$ cat src/rtl/hilo_muldiv_pkg.sv
// Shared ALU op codes, divide FSM encoding and sign helpers for the HI/LO unit.
package hilo_muldiv_pkg;

    localparam logic [7:0] OpMult  = 8'b0001_1000;
    localparam logic [7:0] OpMultu = 8'b0001_1001;
    localparam logic [7:0] OpDiv   = 8'b0001_1010;
    localparam logic [7:0] OpDivu  = 8'b0001_1011;
    localparam logic [7:0] OpMthi  = 8'b0001_0001;
    localparam logic [7:0] OpMtlo  = 8'b0001_0011;

    typedef enum logic [1:0] {
        StIdle = 2'd0,
        StBusy = 2'd1,
        StDone = 2'd2
    } div_state_e;

    function automatic logic [31:0] neg_if(input logic en, input logic [31:0] v);
        return en ? (~v + 32'd1) : v;
    endfunction

endpackage

$ cat src/rtl/hilo_muldiv_div_radix2.sv
// Unsigned radix-2 restoring divider: one quotient bit per cycle after start_i.
module div_radix2 #(
    parameter int unsigned DIV_ITERS = 32
) (
    input  logic                 clk,
    input  logic                 rst,
    input  logic                 start_i,
    input  logic                 abort_i,
    input  logic [DIV_ITERS-1:0] dividend_i,
    input  logic [DIV_ITERS-1:0] divisor_i,
    output logic                 busy_o,
    output logic                 last_o,
    output logic                 valid_o,
    output logic [DIV_ITERS-1:0] quotient_o,
    output logic [DIV_ITERS-1:0] remainder_o
);
    localparam int unsigned W    = DIV_ITERS;
    localparam int unsigned CntW = (DIV_ITERS > 1) ? $clog2(DIV_ITERS) : 1;

    logic [W-1:0]    rem_q, rem_d, quo_q, quo_d, dvs_q, dvs_d;
    logic [CntW-1:0] cnt_q, cnt_d;
    logic            busy_q, busy_d, valid_q, valid_d;
    logic [W:0]      shifted, diff;

    assign last_o      = busy_q && (cnt_q == CntW'(DIV_ITERS - 1));
    assign busy_o      = busy_q;
    assign valid_o     = valid_q;
    assign quotient_o  = quo_q;
    assign remainder_o = rem_q;

    always_comb begin
        shifted = {rem_q, quo_q[W-1]};
        diff    = shifted - {1'b0, dvs_q};
        rem_d   = rem_q;
        quo_d   = quo_q;
        dvs_d   = dvs_q;
        cnt_d   = cnt_q;
        busy_d  = busy_q;
        valid_d = 1'b0;
        if (abort_i) begin
            busy_d = 1'b0;
            cnt_d  = '0;
        end else if (start_i) begin
            rem_d  = '0;
            quo_d  = dividend_i;
            dvs_d  = divisor_i;
            cnt_d  = '0;
            busy_d = 1'b1;
        end else if (busy_q) begin
            // Negative trial difference means restore: keep the shifted remainder.
            if (diff[W]) begin
                rem_d = shifted[W-1:0];
                quo_d = {quo_q[W-2:0], 1'b0};
            end else begin
                rem_d = diff[W-1:0];
                quo_d = {quo_q[W-2:0], 1'b1};
            end
            if (last_o) begin
                busy_d  = 1'b0;
                valid_d = 1'b1;
            end else begin
                cnt_d = cnt_q + CntW'(1);
            end
        end
    end

    always_ff @(posedge clk) begin
        if (rst) begin
            rem_q   <= '0;
            quo_q   <= '0;
            dvs_q   <= '0;
            cnt_q   <= '0;
            busy_q  <= 1'b0;
            valid_q <= 1'b0;
        end else begin
            rem_q   <= rem_d;
            quo_q   <= quo_d;
            dvs_q   <= dvs_d;
            cnt_q   <= cnt_d;
            busy_q  <= busy_d;
            valid_q <= valid_d;
        end
    end

endmodule

$ cat src/rtl/hilo_muldiv.sv
// Execute-stage HI/LO unit: single-cycle multiply, iterative divide, MTHI/MTLO.
module hilo_muldiv
    import hilo_muldiv_pkg::*;
#(
    parameter int unsigned DIV_ITERS = 32
) (
    input  logic        clk,
    input  logic        rst,
    input  logic [7:0]  alucontrolE,
    input  logic        hilowriteE,
    input  logic        flushE,
    input  logic [31:0] srcaE,
    input  logic [31:0] srcbE,
    output logic        stallE,
    output logic [31:0] hi_o,
    output logic [31:0] lo_o
);
    div_state_e  state_q, state_d;
    logic [31:0] hi_q, hi_d, lo_q, lo_d, rawa_q, rawa_d;
    logic        qsign_q, qsign_d, rsign_q, rsign_d, div0_q, div0_d;
    logic        hl_we, is_signed, div_start, div_abort;
    logic        div_busy, div_last, div_valid;
    logic [31:0] div_quo, div_rem, abs_a, abs_b;
    logic [63:0] prod;

    assign hl_we     = hilowriteE && !flushE;
    assign is_signed = (alucontrolE == OpDiv) || (alucontrolE == OpMult);
    assign abs_a     = neg_if(is_signed && srcaE[31], srcaE);
    assign abs_b     = neg_if(is_signed && srcbE[31], srcbE);
    // Low 64 bits of the extended product equal the signed or unsigned result.
    assign prod = {{32{is_signed & srcaE[31]}}, srcaE} * {{32{is_signed & srcbE[31]}}, srcbE};

    div_radix2 #(
        .DIV_ITERS(DIV_ITERS)
    ) u_div (
        .clk        (clk),
        .rst        (rst),
        .start_i    (div_start),
        .abort_i    (div_abort),
        .dividend_i (abs_a),
        .divisor_i  (abs_b),
        .busy_o     (div_busy),
        .last_o     (div_last),
        .valid_o    (div_valid),
        .quotient_o (div_quo),
        .remainder_o(div_rem)
    );

    always_comb begin
        state_d   = state_q;
        hi_d      = hi_q;
        lo_d      = lo_q;
        rawa_d    = rawa_q;
        qsign_d   = qsign_q;
        rsign_d   = rsign_q;
        div0_d    = div0_q;
        div_start = 1'b0;
        div_abort = 1'b0;
        stallE    = 1'b0;
        unique case (state_q)
            StIdle: begin
                if (hl_we) begin
                    case (alucontrolE)
                        OpMult, OpMultu: {hi_d, lo_d} = prod;
                        OpMthi:          hi_d = srcaE;
                        OpMtlo:          lo_d = srcaE;
                        OpDiv, OpDivu: begin
                            div_start = 1'b1;
                            stallE    = 1'b1;
                            state_d   = StBusy;
                            rawa_d    = srcaE;
                            div0_d    = (srcbE == 32'd0);
                            qsign_d   = is_signed && (srcaE[31] ^ srcbE[31]);
                            rsign_d   = is_signed && srcaE[31];
                        end
                        default: ;
                    endcase
                end
            end
            StBusy: begin
                stallE = 1'b1;
                if (flushE) begin
                    div_abort = 1'b1;
                    state_d   = StIdle;
                end else if (div_last) begin
                    state_d = StDone;
                end else if (!div_busy) begin
                    state_d = StIdle;
                end
            end
            StDone: begin
                state_d = StIdle;
                if (!flushE && div_valid) begin
                    lo_d = div0_q ? 32'hFFFF_FFFF : neg_if(qsign_q, div_quo);
                    hi_d = div0_q ? rawa_q : neg_if(rsign_q, div_rem);
                end
            end
            default: state_d = StIdle;
        endcase
    end

    always_ff @(posedge clk) begin
        if (rst) begin
            state_q <= StIdle;
            hi_q    <= '0;
            lo_q    <= '0;
            rawa_q  <= '0;
            qsign_q <= 1'b0;
            rsign_q <= 1'b0;
            div0_q  <= 1'b0;
        end else begin
            state_q <= state_d;
            hi_q    <= hi_d;
            lo_q    <= lo_d;
            rawa_q  <= rawa_d;
            qsign_q <= qsign_d;
            rsign_q <= rsign_d;
            div0_q  <= div0_d;
        end
    end

    assign hi_o = hi_q;
    assign lo_o = lo_q;

endmodule

$ cat config.mk
export PLATFORM = sky130hd
export DESIGN_NAME = hilo_muldiv
export DESIGN_NICKNAME = d
export VERILOG_FILES = /design/src/rtl/hilo_muldiv_pkg.sv /design/src/rtl/hilo_muldiv_div_radix2.sv /design/src/rtl/hilo_muldiv.sv
export SDC_FILE = /design/constraint.sdc
export NUM_CORES = 2
export LEC_CHECK = 0
export ABC_AREA = 1
export CAP_MARGIN = 20
export CORE_ASPECT_RATIO = 0.6
export CORE_MARGIN = 2
export CORE_UTILIZATION = 50
export DETAILED_ROUTE_END_ITERATION = 16
export PLACE_DENSITY = 0.74
export REMOVE_ABC_BUFFERS = 1
export SLEW_MARGIN = 20
export SYNTH_ARGS = -nofsm -noshare
export SYNTH_HDL_FRONTEND = slang
export SYNTH_SLANG_ARGS = --single-unit
$ cat constraint.sdc
create_clock -name clk -period 17.5 [get_ports clk]
set_input_delay 3.5 -clock clk [delete_from_list [all_inputs] [get_ports clk]]
set_output_delay 3.5 -clock clk [all_outputs]
set_load 0.05 [all_outputs]
==> results.md <==
- Gp weighted congestion: 1.04
- Total GRT Usage: 34.8%
- CP max stage cell: fa_1
- Antenna violations before repair: 5
- CP startpoint kind: input port
- Non-filler instance count after layout: 8750
- Die Wd: 432 um
- Yosys top cell area share: 41.0%
- Initial core utilization: 50.3%
- Post-Place Cells: 8714
- RSZ-0062 raised after global routing: false
- P&R area growth vs syn: 4.97%
- Synth unique cells: 61
- Status: completed
- R2r setup slk: 14.27 ns
- Wirelength, routed: 193000 um
- Clock latency on the worst-skew pair: 0.54 ns
- Remaining DRCs: 0
- Slew Viols, Final: 0
- Synth Warn #: 0
- HP Class: reg2reg
- CP most frequent cell: fa_1
- Worst path bufs/invs: 6
- Largest net degree at the start of global routing: 98
- Final hold vios: 0
- XOR/XNOR share of the synthesized area: 1.13%
- First-pass GRT wire length: 298000 um
- H-tree levels: 1
- Relative slew slack: 20.7%
- CP arrival: 12.40 ns
- Number of clock sinks: 204
- RR Startpoint: u_div.quotient_o[31]
- Initial DRC Count: 5699
- Cell Area, Synth: 0.0550 sq mm
- Via density: 5.58
- Worst-path fanout max: 32
- WHS Path Cells: 2
- Mux share of post-synthesis cell area: 0%
- CP Capture Type: flop
- Vias in the first global route: 48.9k
- Die Height: 261 um
- Synth async-reset ratio: 0%
- Port Buffers: 140
- Hold Crit Start: rawa_q[22]
- Worst-Margin Slew: 1.19 ns
- Number of synthesized flops with an enable pin: 0
- Crit path kind: in2reg
- Max cap viols: 0
- Post-synthesis instance total: 7421
- DIE AREA: 0.113 sq mm
- Worst reg2reg path depth: 16
- Longest Clk Path Bufs: 3
- Setup Buffers After CTS: 0
- Syn avg cell area: 7.41 sq um
- Main combinational cell family by area after synthesis: adder cells
- Clock-pin slew on the worst setup and hold paths: 0.07 ns
- Routed Antenna Nets: 0
- Synth Area in Simple Gates: 20.3%
- Worst endpoint required time: 17.91 ns
- Seq cells post-synth: 204
- IO Count: 141
- Hold buffer count at cts: 0
- Critical R2R Capture: u_div.remainder_o[14]
- Fin crit share: 68.5%
- Min-Delay Endpoint: rawa_q[22]
- FP Rows: 94
- Synth top area cells: fa_1 (41%), inv_1 (13%), nand2_1 (12%), dfxtp_1 (7.4%), ha_1 (5.7%)
- Final nets: 8748
- Adder-cell share of the synthesized area: 46.7%
- Ys flop type: dfxtp_1
- Dpl ws: 5.08 ns
- CTS root buffer: clkbuf_16
- Core footprint: 0.109 sq mm
- Commonest non-fill, non-tap cell in the layout: inv_1
- Post-Route Skew: 0.0191 ns
- Cell accounting for the most synthesized area: fa_1
- Fillers: 10.5k
- Synth Area in Compound Gates: 8.80%
- Most frequent cells in the layout: inv_1 (1856), nand2_1 (1756), fa_1 (1126)
- Routed len/inst: 22.1 um
- Setup TNS: 0 ns
- Largest stage delay on the critical path: 0.66 ns
- Routed vias: 48.9k
- DRT Pass-1 Iters: 8
- CTS Buf Count: 19
- Detail Placement HPWL: 154000 um
- Setup violators final: 0
- Fin crit period: 11.99 ns
- Final worst setup slack: 5.51 ns
- CTS tree: done
- Global route overflow: 0
- CP delay by family, top: adder cells
- Util after Layout: 52.8%
- Seq/Total Area, Yosys: 7.42%
- CTS resizes: 0
- Share of layout cells above drive strength 1: 4.75%
- Fmax: 83.4 MHz
==> cells in the mapped netlist, types with 18 or more instances <==
| cell type | instances |
|---|---|
| o211ai_1 | 49 |
| o21bai_1 | 29 |
| fa_1 | 1126 |
| buf_1 | 90 |
| a21oi_1 | 355 |
| nand3_2 | 32 |
| ha_1 | 251 |
| nor2_1 | 391 |
| dfxtp_1 | 204 |
| xnor2_1 | 24 |
| buf_2 | 42 |
| nand4_1 | 47 |
| a21oi_2 | 23 |
| nor3_1 | 43 |
| xor2_1 | 47 |
| nand2_1 | 1756 |
| clkbuf_1 | 239 |
| inv_2 | 24 |
| a31oi_1 | 26 |
| o21ai_0 | 293 |
| nand3_1 | 246 |
| a211oi_1 | 18 |
| o21ai_1 | 26 |
| nand2_4 | 24 |
| inv_1 | 1857 |
==> metrics by stage <==
| stage | cell area (sq um) | hold WS (ns) |
|---|---|---|
| 2_1_floorplan | 53500 | 0.427 |
| 3_5_place_dp | 57100 | 0.447 |
| 4_1_cts | 57700 | 0.458 |
| 3_3_place_gp | 57100 | 0.441 |
| 6_report | 57800 | 0.464 |
| 5_1_grt | 57700 | 0.480 |
==> registers in the layout (all words and copies together) (netlist names) <==
signal and count:
div0_q 1, hi_o 32, lo_o 32, qsign_q 1, rawa_q 32, rsign_q 1
state_q 2, u_div.busy_o 1, u_div.cnt_q 5, u_div.dvs_q 32, u_div.quotient_o 32, u_div.remainder_o 32
u_div.valid_o 1
==> final cells by class <==
type,instances,area [sq um],share of cell area (%)
clock inverters,7,95.1,0.165
repair buffers,233,1840,3.19
clock buffers,25,528,0.914
inverters,1883,7070,12.2
multi-input cells,4954,42300,73.3
flip-flops and latches,204,4080,7.07
well taps,1440,1800,3.12
diodes,4,10.0,0.0173
==> how the worst max path moves through the flow <==
stage                    end           start  slack [ns]  depth (start not counted)
finish              hi_o[16]  alucontrolE[2]        5.51                         29
global route        hi_o[31]  alucontrolE[2]        5.07                         36
CTS                 hi_o[27]  alucontrolE[2]        5.59                         32
detailed placement  hi_o[27]  alucontrolE[2]        5.08                         31
global placement    hi_o[27]  alucontrolE[2]        5.10                         31
floorplan           hi_o[31]  alucontrolE[5]        6.75                         34
==> logic make-up after synthesis <==
family / after synthesis
buffers and inverters: 2263
AOI/OAI and AO/OA: 867
adders and majority gates: 1377
and+or+nand+nor: 2639
DFF: 204
xor gates and xnor gates: 71
==> tightest hold or removal path, cell delays in order (launching register included) <==
cell,delay [ns]
dfxtp_1,0.30
inv_1,0.06
a21oi_1,0.05
==> routing by layer <==
layer / track usage, % / up-vias / share of wire (%)
li1: - / 21615 / -
met1: 53.8 / 23940 / 44
met2: 48.3 / 3055 / 39
met3: 9.41 / 256 / 14
met4: 7.73 / 2 / 2.6
met5: 0 / - / 0.0067
Power is not shown: default switching activity piles up to over one toggle a cycle in this logic, so the estimate is an artifact.
